## src/rtl/bus_load_unit.sv

```systemverilog
// bus_load_unit: receiving end of the common 16-bit bus.
// Decodes a destination select and loads the bus into AR, PC, DR, AC or IR.
// It also applies clear/increment micro-ops to those registers.
// A bus-to-memory transfer becomes a handshaked write (mem_we/mem_ack) at address AR.
// Optional feature macro: MEM_WR_TIMEOUT_EN. When it is defined, a write that never
// sees mem_ack gives up after TIMEOUT cycles and sets the sticky mem_err flag.
module bus_load_unit #(
    parameter int ADDR_W  = 12,
    parameter int DATA_W  = 16,
    parameter int TIMEOUT = 15
) (
    input  logic              clk,
    input  logic              rst_n,
    input  logic [DATA_W-1:0] bus,
    input  logic [2:0]        dst_sel,
    input  logic              ld_en,
    input  logic              inc_ar,
    input  logic              inc_pc,
    input  logic              inc_dr,
    input  logic              clr_ar,
    input  logic              clr_pc,
    input  logic              clr_dr,
    input  logic              clr_ac,
    output logic [ADDR_W-1:0] ar_q,
    output logic [ADDR_W-1:0] pc_q,
    output logic [DATA_W-1:0] dr_q,
    output logic [DATA_W-1:0] ac_q,
    output logic [DATA_W-1:0] ir_q,
    output logic [ADDR_W-1:0] mem_addr,
    output logic [DATA_W-1:0] mem_wdata,
    output logic              mem_we,
    input  logic              mem_ack,
    output logic              busy,
    output logic              mem_err
);

    localparam logic [2:0] SEL_AR  = 3'b001;
    localparam logic [2:0] SEL_PC  = 3'b010;
    localparam logic [2:0] SEL_DR  = 3'b011;
    localparam logic [2:0] SEL_AC  = 3'b100;
    localparam logic [2:0] SEL_IR  = 3'b101;
    localparam logic [2:0] SEL_MEM = 3'b110;

    typedef enum logic {
        ST_IDLE  = 1'b0,
        ST_WRITE = 1'b1
    } state_t;

    state_t state_reg;
    state_t state_next;

    logic [ADDR_W-1:0] ar_reg, ar_next;
    logic [ADDR_W-1:0] pc_reg, pc_next;
    logic [DATA_W-1:0] dr_reg, dr_next;
    logic [DATA_W-1:0] ac_reg, ac_next;
    logic [DATA_W-1:0] ir_reg, ir_next;
    logic [ADDR_W-1:0] mem_addr_reg;
    logic [DATA_W-1:0] mem_wdata_reg;

    // Register updates are only allowed while no write is outstanding.
    logic upd_en;
    logic write_start;
    logic timeout_hit;

    assign upd_en      = (state_reg == ST_IDLE);
    assign write_start = upd_en && ld_en && (dst_sel == SEL_MEM);

    // Per-destination load strobes.
    logic ld_ar, ld_pc, ld_dr, ld_ac, ld_ir;
    assign ld_ar = ld_en && (dst_sel == SEL_AR);
    assign ld_pc = ld_en && (dst_sel == SEL_PC);
    assign ld_dr = ld_en && (dst_sel == SEL_DR);
    assign ld_ac = ld_en && (dst_sel == SEL_AC);
    assign ld_ir = ld_en && (dst_sel == SEL_IR);

`ifdef MEM_WR_TIMEOUT_EN
    localparam int CNT_W = $clog2(TIMEOUT + 1);

    logic [CNT_W-1:0] cnt_reg;
    logic             mem_err_reg;

    // The last ack-less WRITE cycle; an ack on this same edge still wins.
    assign timeout_hit = (state_reg == ST_WRITE) && !mem_ack
                         && (cnt_reg == CNT_W'(TIMEOUT - 1));

    // Count WRITE cycles without ack, restarting at every write entry.
    always_ff @(posedge clk or negedge rst_n) begin
        if (!rst_n) begin
            cnt_reg <= '0;
        end else if (write_start) begin
            cnt_reg <= '0;
        end else if ((state_reg == ST_WRITE) && !mem_ack) begin
            cnt_reg <= cnt_reg + 1'b1;
        end
    end

    // Sticky error: set by a timeout, cleared when the next MEM load is accepted.
    always_ff @(posedge clk or negedge rst_n) begin
        if (!rst_n) begin
            mem_err_reg <= 1'b0;
        end else if (write_start) begin
            mem_err_reg <= 1'b0;
        end else if (timeout_hit) begin
            mem_err_reg <= 1'b1;
        end
    end

    assign mem_err = mem_err_reg;
`else
    assign timeout_hit = 1'b0;
    assign mem_err     = 1'b0;
`endif

    // FSM state register.
    always_ff @(posedge clk or negedge rst_n) begin
        if (!rst_n) begin
            state_reg <= ST_IDLE;
        end else begin
            state_reg <= state_next;
        end
    end

    // FSM next-state logic.
    always_comb begin
        state_next = state_reg;
        case (state_reg)
            ST_IDLE: begin
                if (write_start) begin
                    state_next = ST_WRITE;
                end
            end
            ST_WRITE: begin
                if (mem_ack || timeout_hit) begin
                    state_next = ST_IDLE;
                end
            end
            default: state_next = ST_IDLE;
        endcase
    end

    // FSM outputs: the write request and the busy flag are both "in WRITE".
    always_comb begin
        mem_we = 1'b0;
        busy   = 1'b0;
        if (state_reg == ST_WRITE) begin
            mem_we = 1'b1;
            busy   = 1'b1;
        end
    end

    // AR/PC next values: clear beats load beats increment; loads take the low bus bits.
    always_comb begin
        ar_next = ar_reg;
        pc_next = pc_reg;
        if (upd_en) begin
            if (clr_ar) begin
                ar_next = '0;
            end else if (ld_ar) begin
                ar_next = bus[ADDR_W-1:0];
            end else if (inc_ar) begin
                ar_next = ar_reg + 1'b1;
            end

            if (clr_pc) begin
                pc_next = '0;
            end else if (ld_pc) begin
                pc_next = bus[ADDR_W-1:0];
            end else if (inc_pc) begin
                pc_next = pc_reg + 1'b1;
            end
        end
    end

    // DR/AC/IR next values with the same clear > load > increment priority.
    always_comb begin
        dr_next = dr_reg;
        ac_next = ac_reg;
        ir_next = ir_reg;
        if (upd_en) begin
            if (clr_dr) begin
                dr_next = '0;
            end else if (ld_dr) begin
                dr_next = bus;
            end else if (inc_dr) begin
                dr_next = dr_reg + 1'b1;
            end

            if (clr_ac) begin
                ac_next = '0;
            end else if (ld_ac) begin
                ac_next = bus;
            end

            if (ld_ir) begin
                ir_next = bus;
            end
        end
    end

    // Architectural register file.
    always_ff @(posedge clk or negedge rst_n) begin
        if (!rst_n) begin
            ar_reg <= '0;
            pc_reg <= '0;
            dr_reg <= '0;
            ac_reg <= '0;
            ir_reg <= '0;
        end else begin
            ar_reg <= ar_next;
            pc_reg <= pc_next;
            dr_reg <= dr_next;
            ac_reg <= ac_next;
            ir_reg <= ir_next;
        end
    end

    // Write address/data are latched on entry; AR is taken before its own same-edge update.
    always_ff @(posedge clk or negedge rst_n) begin
        if (!rst_n) begin
            mem_addr_reg  <= '0;
            mem_wdata_reg <= '0;
        end else if (write_start) begin
            mem_addr_reg  <= ar_reg;
            mem_wdata_reg <= bus;
        end
    end

    assign ar_q      = ar_reg;
    assign pc_q      = pc_reg;
    assign dr_q      = dr_reg;
    assign ac_q      = ac_reg;
    assign ir_q      = ir_reg;
    assign mem_addr  = mem_addr_reg;
    assign mem_wdata = mem_wdata_reg;

endmodule

```

## config.mk

```make
export PLATFORM = sky130hd
export DESIGN_NAME = bus_load_unit
export DESIGN_NICKNAME = d
export VERILOG_FILES = /design/src/rtl/bus_load_unit.sv
export SDC_FILE = /design/constraint.sdc
export NUM_CORES = 1
export LEC_CHECK = 0
export BUFFER_PORTS_ARGS = -buffer_cell sky130_fd_sc_hd__clkbuf_2
export CAP_MARGIN = 5
export CORE_MARGIN = 1.5
export CORE_UTILIZATION = 57
export DETAILED_ROUTE_END_ITERATION = 10
export GPL_ROUTABILITY_DRIVEN = 0
export PLACE_DENSITY_LB_ADDON = 0.1
export SLEW_MARGIN = 25
export SYNTH_ARGS = -nofsm -noshare
export SYNTH_HDL_FRONTEND = slang
export SYNTH_SLANG_ARGS = --single-unit
```

## constraint.sdc

```tcl
create_clock -name clk -period 5.6 [get_ports clk]
set_clock_uncertainty 0.05 [all_clocks]
set_input_delay 0.56 -clock clk [delete_from_list [all_inputs] [get_ports clk]]
set_output_delay 0.56 -clock clk [all_outputs]
set_load 0.02 [all_outputs]
```

**After elaboration in Yosys (flattened, before gate mapping)**

Index checks and enable logic that the tools add are counted.

- Bits in registers: 101
- Bits of input ports: 30
- Word-level logic and storage cells: 49
- Output and inout bits: 103

- $add $sub $neg: 3
- Muxes and demuxes: 15
- Bitwise gates (word level): 1
- Reduce and logical (&&, ||, !) cells: 16
- Eq/ne operators: 6

Operator list:

| kind | count |
|---|---|
| $mux W16 | 5 |
| $mux W12 | 6 |
| $add A12 B1 Y12 const B | 2 |
| $add A16 B1 Y16 const B | 1 |
| $reduce_and A2 Y1 | 5 |
| $eq A3 B3 Y1 const B | 3 |
| $reduce_bool A3 Y1 | 3 |
| $logic_and A1 B1 Y1 | 7 |
| $eq A3 B2 Y1 const B | 2 |
| $eq A3 B1 Y1 const B | 1 |
| $mux W1 | 3 |
| $pmux W1 S2 | 1 |
| $reduce_bool A2 Y1 | 1 |
| $not A1 Y1 | 1 |

**Longest topological paths before layout**

Gate-level depths: netlist of the first run.

- Depth after elaboration: 5
- Depth in mapped cells: 7

**Worst setup path before layout of the first run**

OpenSTA, ideal clock, no wires.

- Kind: register -> register
- Start: reg pc_reg[1], in the netlist pc_q[1]
- End: reg pc_reg[10], in the netlist pc_q[10]
- Setup slack: 3.704 ns
- Buffers on the path: 0
- Stages on the path, launching flop included: 6
- Arrival time: 1.702 ns
- Path through: dfrtp_1 ha_1 nand2_1 or4_1 o311ai_0 o21ai_0

- Word-level cells in the longest chain between the ends: 4

Ends and longest elaborated chain:

| element | line | source |
|---|---|---|
| from (decl) | 53 | `logic [ADDR_W-1:0] pc_reg, pc_next;` |
| from (signal assigned) | 210 | `pc_reg <= pc_next;` |
| $add A12 B1 Y12 | 169 | `pc_next = pc_reg + 1'b1;` |
| $mux W12 | 168 | `end else if (inc_pc) begin` |
| $mux W12 | 166 | `end else if (ld_pc) begin` |
| $mux W12 | 164 | `if (clr_pc) begin` |

No other way between the ends. The select of a mux whose other input is x is not followed.
A chain may end at the register's enable or synchronous reset.

**Final worst setup path of the first run**

- Start: reg state_reg
- End: reg mem_wdata_reg[3], in the netlist mem_wdata[3]

- Word-level cells in the longest chain between the ends: 3

Ends and longest elaborated chain:

| element | line | source |
|---|---|---|
| from (decl) | 49 | `state_t state_reg;` |
| from (signal assigned) | 119 | `state_reg <= state_next;` |
| $not A1 Y1 (no line) | - |  |
| $logic_and A1 B1 Y1 (2 in a row) | 66 | `assign write_start = upd_en && ld_en && (dst_sel == SEL_MEM);` |
| to (signal assigned) | 224 | `mem_wdata_reg <= bus;` |
| to (decl) | 58 | `logic [DATA_W-1:0] mem_wdata_reg;` |

No other way between the ends.

==> results.txt, run 1 <==
* Synth top area cells: sky130_fd_sc_hd__dfrtp_1 (50%), sky130_fd_sc_hd__mux2_2 (8.7%), sky130_fd_sc_hd__o21ai_0 (3.2%)
- Global route overflow: 0
* Count of maximum capacitance violations: 0
* RR Startpoint: state_reg$_DFF_PN0_
- Flip-flop cell with the highest count after synthesis: sky130_fd_sc_hd__dfrtp_1
- After clock tree synthesis, the clock-pin slew on the worst setup and hold paths is between 100 and 150 ps.
* Setup tns final: 0 ps
* Cell area after synthesis: between 5000 and 6000 um2
- Counting every net in the synthesized netlist gives 511.
- For the finished layout, the period the worst path requires is 2270 ps.
- sky130_fd_sc_hd__dfrtp_1 is the most common cell in the netlist.
* Count of input and output buffers: 131
- Outcome: finished, final reports clean
- Post-DP HPWL: 9580 um
- The number of hold violations in the final report was 0.
- For this block, the initial DRC count from the detailed router was 239.
- In the finished design, the share of the clock period the worst path needs comes to 0.405.
- Counting the fill cells in the layout gives 702.
- The path class of the tightest hold or removal check is in2async.
- Counting the buffers created by CTS gives 9.
- Static timing analysis puts the maximum clock frequency at between 400 and 500 MHz.
- Transition time of the tightest slew-check pin: 875 ps
- By startpoint and endpoint, the worst setup path is classified as reg2reg.
- Synthesis-stage register bit count: a little over 100
- STA puts the critical path data arrival time at 2470 ps.
- Area of the die: around 9400 um2
* Layout overhead on the synthesized area: 18.7%
* Peak VDD IR: 0.124 mV
* Leak Pwr: 0.00280 uW
- Required time of the critical path: 5810 ps
- Core Rows: 34
- roughly 130 I/O pins were placed.
- The share of the Yosys chip area taken by registers is 0.502.
* Number of global-route vias before repair: around 4.2k
- Number of hold-repair buffers added at the cts stage: 0
- Routed Antenna Nets: 0
* Layout cell share with drive strength beyond 1: 0.342
- Yosys top cell by area: sky130_fd_sc_hd__dfrtp_1
- Overall via count from detail_route: 4,528
* Final net count: 628
- The floorplan step set the die width to 97.0 um.
- Final setup violation count: 0
* Async set-or-reset flop fraction in the synthesized netlist: 1.00
- Total design power: approximately 1700 uW
- Slew HR: 0.417
- The first TritonRoute pass finished after 5 iterations.
* Overall fraction of global-route tracks in use: 0.300
- Initial core utilization: 0.583
- Cell types with the highest counts after synthesis: sky130_fd_sc_hd__dfrtp_1 (101), sky130_fd_sc_hd__mux2_2 (39), sky130_fd_sc_hd__nand2_1 (39)
- Non-filler cells, final: 708
* Yosys warning count: 0
* Level count of the clock H-tree: 3
* Worst skew pair latency: 370 ps
- Initial antenna violation count: 0
* Start point of the critical path: state_reg$_DFF_PN0_
- Global-route wire length before repair: 22,600 um
- Largest fanout of any net on the critical path: 20
- Cell Count Post-Placement: 692
* Buffer type at the clock tree root: sky130_fd_sc_hd__clkbuf_8
* Clock sinks: 101
- Synthesis produced 478 cells.
- The final count of pins violating max slew is 0.
- Of the post-synthesis cell area, the dominant cell type holds 0.502.
- In the routed design, unresolved DRC markers number 0.
- Die extent in y: 97.0 um
- The clock passes through at most 2 buffers.
- Setup repair after global routing missed its margin: no
* Vias per cell: 6.40
- For this block, the routed nets add up to 13,800 um of wire.
- Measured on the finished design, the core utilization comes to 0.692.
- In this run the mean area of a mapped cell was 10.5 um2.
* CTS tree: yes
- The number of antenna diodes in the final layout is 0.
- The number of gates resized after CTS was 0.
- After floorplanning, the core was sized to cover 8640 um2.
- Pin count of the biggest net entering global routing: 70
* Total power density per cell area: 290 nW/um2
- Number of synthesized flops with an enable pin: 0
- STA classifies the critical path endpoint as a flop.
- The worst setup path is launched from a flop.
- Average detailed-routed wire length per instance: ~20 um
- Post-CTS setup buffers: 0
* Count of different cell masters after synthesis: 58
layer usage:
metal / wire [um] / vias to the layer above / global-route usage
li1: - / 2049 / -
met1: 5940 / 2224 / 0.420
met2: 6590 / 224 / 0.472
met3: 841 / 31 / 0.0368
met4: 407 / 0 / 0.135
met5: 0 / - / 0
cell usage in the layout (no fill, tap or decap), types with 5 or more instances in the layout:
master,instances
sky130_fd_sc_hd__a211oi_1,5
sky130_fd_sc_hd__a21oi_1,21
sky130_fd_sc_hd__a22o_1,17
sky130_fd_sc_hd__a22oi_1,5
sky130_fd_sc_hd__and3_1,6
sky130_fd_sc_hd__buf_4,7
sky130_fd_sc_hd__clkbuf_2,130
sky130_fd_sc_hd__clkbuf_8,10
sky130_fd_sc_hd__dfrtp_1,101
sky130_fd_sc_hd__inv_1,11
sky130_fd_sc_hd__mux2_1,6
sky130_fd_sc_hd__mux2_2,39
sky130_fd_sc_hd__nand2_1,39
sky130_fd_sc_hd__nand3_1,17
sky130_fd_sc_hd__nand4_1,11
sky130_fd_sc_hd__nor2_1,15
sky130_fd_sc_hd__nor3_1,16
sky130_fd_sc_hd__nor4_1,5
sky130_fd_sc_hd__o21ai_0,32
sky130_fd_sc_hd__o22ai_1,10
sky130_fd_sc_hd__o311ai_0,6
sky130_fd_sc_hd__o31a_1,7
sky130_fd_sc_hd__or2_2,5
through the flow:
stage                     instance area [um2]  hold WS, ps  worst slack (ps)
after global placement                   5760          417              2940
final                                    5970         49.4              3330
after global routing                     5970         79.1              3170
after detailed placement                 5770          434              2960
after floorplan                          5030          214              3700
after CTS                                5970         64.9              3290
critical path, cell delays in order (launching register included):
cell	delay, ps
sky130_fd_sc_hd__dfrtp_1	400
sky130_fd_sc_hd__nand3b_1	230
sky130_fd_sc_hd__nor3b_2	680
sky130_fd_sc_hd__buf_4	410
sky130_fd_sc_hd__mux2_2	380
cell type report:
class / count / area (um2) / share of cell area
clock buffer: 10 / 138 / 0.0230
clock inverter: 6 / 68.8 / 0.0115
inverter: 11 / 41.3 / 0.00691
multi-input combinational: 334 / 2350 / 0.393
sequential: 101 / 2530 / 0.423
tap: 108 / 135 / 0.0226
timing repair buffer: 138 / 714 / 0.120
path summary, 6_finish.rpt:
path | end | slack (ps) | cells after the start
max reg2reg | mem_wdata[3]$_DFFE_PN0P_ | 3330 | 4
max | mem_wdata[3]$_DFFE_PN0P_ | 3330 | 4
max in group asynchronous | ir_q[7]$_DFFE_PN0P_ | 4220 | 2
min reg2reg | mem_addr[3]$_DFFE_PN0P_ | 450 | 1
min in group clk | state_reg$_DFF_PN0_ | 350 | 2
min | ir_q[14]$_DFFE_PN0P_ | 50 | 1
cell families (layout without fill, tap and decap cells):
| family | Yosys count | in the layout | share of synthesized area |
|---|---|---|---|
| other | 1 | 1 | 0.000745 |
| buffers and inverters | 43 | 165 | 0.0380 |
| flip-flops | 101 | 101 | 0.502 |
| AND/OR/NAND/NOR | 147 | 147 | 0.161 |
| XOR/XNOR | 3 | 3 | 0.00522 |
| multiplexers | 47 | 47 | 0.105 |
| adder cells (fa/ha/maj) | 3 | 3 | 0.00746 |
| AO/OA/AOI/OAI | 133 | 133 | 0.181 |
power breakdown:
part           internal, uW  switching (uW)  total (uW)
combinational           139             237         376
sequential              806            57.2         864
clock                   223             269         492
Power figures use the tool's default switching activity.
==> run 2, diff against run 1 <==
- CORE_UTILIZATION: 57 -> 48
- clock period: 5.6 -> 1.95 ns (I/O delays scaled with it)
==> run 2 against run 1 <==
Against the previous run: via count rose by 0.31%; global-route usage decreased by 3.7 points; total power increased to 2.8 times the previous value; critical endpoint is now pc_q[10]$_DFFE_PN0P_; largest cell class unchanged; largest power group unchanged.
==> results.txt, run 2 (synthesis gave the netlist of run 1 again) <==
- Leak Pwr: 0.00289 uW (+3.2%)
* Hold crit path type: in2reg
- Worst Hold Path Cells: 2
- Final net count: 648 (+3.2%)
- The number of placement rows is 37 (+8.8%).
- CTS placed an instance of sky130_fd_sc_hd__clkbuf_8 at the clock tree root.
- The number of buffer and inverter stages on the critical path is 0 (-1).
- CTS tree: yes
- The violation count after the first detailed-route iteration was 233 (-2.5%).
- Area of the die: 11,100 um2 (+18%)
- The floorplan die width came to 105 um (+8.7%).
- The number of placed instances with taps included is 738 (+6.6%).
- Setup repair after global routing left no endpoint under its margin.
- Worst Setup Path Type: reg2reg
- The final count of pins violating max slew is 0 (unchanged).
- The endpoint identified for the worst register-to-register timing path is pc_q[10]$_DFFE_PN0P_.
- Count of input and output buffers: 131 (unchanged)
- Outcome: finished, final reports clean
- Number of antenna cells inserted: 0 (unchanged)
* Family with the most delay on the worst path: simple AND/OR/NAND/NOR gates
* Worst R2R Path Depth: 5 (+1)
- Critical path launch point type: flop
* Global-route wire length before repair: 23,000 um (+1.5%)
- The number of hold violations in the final report was 0 (unchanged).
- The overall die height was 105 um (+8.7%).
* Layout overhead on the synthesized area: 22.7%
- The routed length per placed instance came to 18.9 um (-2.7%).
* Leading cell type in the layout, fill and taps excluded: sky130_fd_sc_hd__clkbuf_2
- The total via count after detailed routing is 4,542 (+0.31%).
- The final antenna-violating net count was 0 (unchanged).
- Vias per cell: 6.01 (-6.1%)
- Min Tclk post-route: 1900 ps (-373 ps)
- CP max-delay cell: sky130_fd_sc_hd__or4_1
- The number of clock buffers inserted by TritonCTS was 9 (unchanged).
- In this run the most critical hold path is launched from bus[12].
- Initial core utilization: 0.492 (-0.0909)
* Non-filler cells, final: 756 (+6.8%)
* Post-DP HPWL: 10,100 um (+5.9%)
- Total power density per cell area: 782 nW/um2 (+170%)
- Number of buffers on the longest clock path: 2 (unchanged)
* Critical path, cell by cell: ha_1 > nand2_1 > or4_1 > o311ai_1 > o21ai_0
- The number of DRC violations after detailed routing came to 0 (unchanged).
- The number of max-cap violations came to 0 (unchanged).
- Total I/O pin count: 133 (unchanged)
- Layout cell share with drive strength beyond 1: 0.353 (+0.0116)
- Total design power: 4830 uW (+180%)
* Largest fanout of any net on the critical path: 3 (-85%)
- STA classifies the critical path endpoint as a flop.
* Global route overflow: 0 (unchanged)
- Pin count of the biggest net entering global routing: 51 (-27%)
- Data arrival at the endpoint of the critical path: 2090 ps (-380 ps)
- Worst min-delay path endpoint: ac_q[12]$_DFFE_PN0P_
* Commonest non-fill, non-tap cells in the layout: sky130_fd_sc_hd__clkbuf_2 (130), sky130_fd_sc_hd__dfrtp_1 (101), sky130_fd_sc_hd__nand2_1 (39), sky130_fd_sc_hd__mux2_2 (39), sky130_fd_sc_hd__o21ai_0 (32)
- Worst skew pair latency: 370 ps (about the same)
- Level count of the clock H-tree: 3 (unchanged)
* Floorplan Core Area: 10,200 um2 (+18%)
- The ratio of final minimum period to clock period came to 0.972 (+0.567).
- Critical Path Max Stage Delay: 570 ps (-110 ps)
- Required time of the critical path: 2140 ps (-3670 ps)
- The worst voltage drop across the vdd grid was 0.459 mV (+270%).
* Number of global-route vias before repair: 4,340 (+2.8%)
* Final setup violation count: 0 (unchanged)
* Setup slack of the most critical reg-to-reg path: 50 ps (-3280 ps)
- Initial antenna violation count: 0 (unchanged)
- Clock sinks: 101 (unchanged)
- The worst register-to-register path begins at pc_q[0]$_DFFE_PN0P_.
* Post-CTS setup buffers: 0 (unchanged)
* Overall fraction of global-route tracks in use: 0.263 (-0.0373)
- Clock slew at the register clock pins of the worst setup and hold paths: 100 ps (about the same)
- The aggregate routed wire length is 14,300 um (+3.9%).
- Maximum frequency from static timing analysis: 528 MHz (+20%)
- Iteration count of the initial detailed-routing pass: 4 (-1)
==> run 2: cell types whose count changed in the layout (fill, tap and decap cells not counted), sizes merged <==
cell         delta
clkbuf          +3
clkinv          +1
buf            +18
dlygate4sd3     +2
inv             -3
bufinv          -1
==> run 2: where the power goes <==
group | internal, uW | switching [uW] | leakage [uW]
registers | 2320 | 148 | 0.00134
clock network | 502 | 739 | 0.0000836
logic | 432 | 691 | 0.00147
==> run 2: area by class of cell <==
cell class                 instances  area [um2]
inverter                          11        41.3
clock inverter                     3        21.3
tap                              136         170
sequential                       101        2530
timing repair buffer             158         916
fill                             890        4060
multi-input combinational        334        2350
clock buffer                      13         149
==> run 2: what timing repair did <==
item                                    CTS  global route
hold endpoints to repair                 27             0
hold buffers                              2             0
gates resized for setup                   1             0
endpoints found under the setup margin    1             0
==> run 2: stage by stage <==
step	utilization	TNS (ps)	setup slack, ps	cell area, um2	hold slack [ps]
2_1_floorplan	-	0	54.1	5030	-151
3_3_place_gp	0.585	0	168	5980	106
3_5_place_dp	0.585	-28.7	-28.7	5980	105
4_1_cts	0.603	0	75.8	6170	19.1
5_1_grt	0.603	0	9.05	6170	29.7
6_report	0.603	0	55.0	6170	23.8
==> run 2: how the worst max path moves through the flow <==
stage / slack, ps / from / depth (start not counted) / to
floorplan: 50 / pc_q[1]$_DFFE_PN0P_ / 5 / pc_q[10]$_DFFE_PN0P_
global placement: 170 / pc_q[0]$_DFFE_PN0P_ / 5 / pc_q[10]$_DFFE_PN0P_
detailed placement: -30 / pc_q[0]$_DFFE_PN0P_ / 5 / pc_q[10]$_DFFE_PN0P_
CTS: 80 / pc_q[0]$_DFFE_PN0P_ / 5 / pc_q[10]$_DFFE_PN0P_
global route: 9 / pc_q[0]$_DFFE_PN0P_ / 5 / pc_q[10]$_DFFE_PN0P_
finish: 50 / pc_q[0]$_DFFE_PN0P_ / 5 / pc_q[10]$_DFFE_PN0P_
==> run 2: metal layers <==
layer | track usage | up-vias | part of all wire
met2 | 0.416 | 180 | 0.47
met1 | 0.358 | 2250 | 0.43
met5 | 0 | - | 0
li1 | - | 2081 | -
met4 | 0.0978 | 0 | 0.025
met3 | 0.0538 | 31 | 0.068
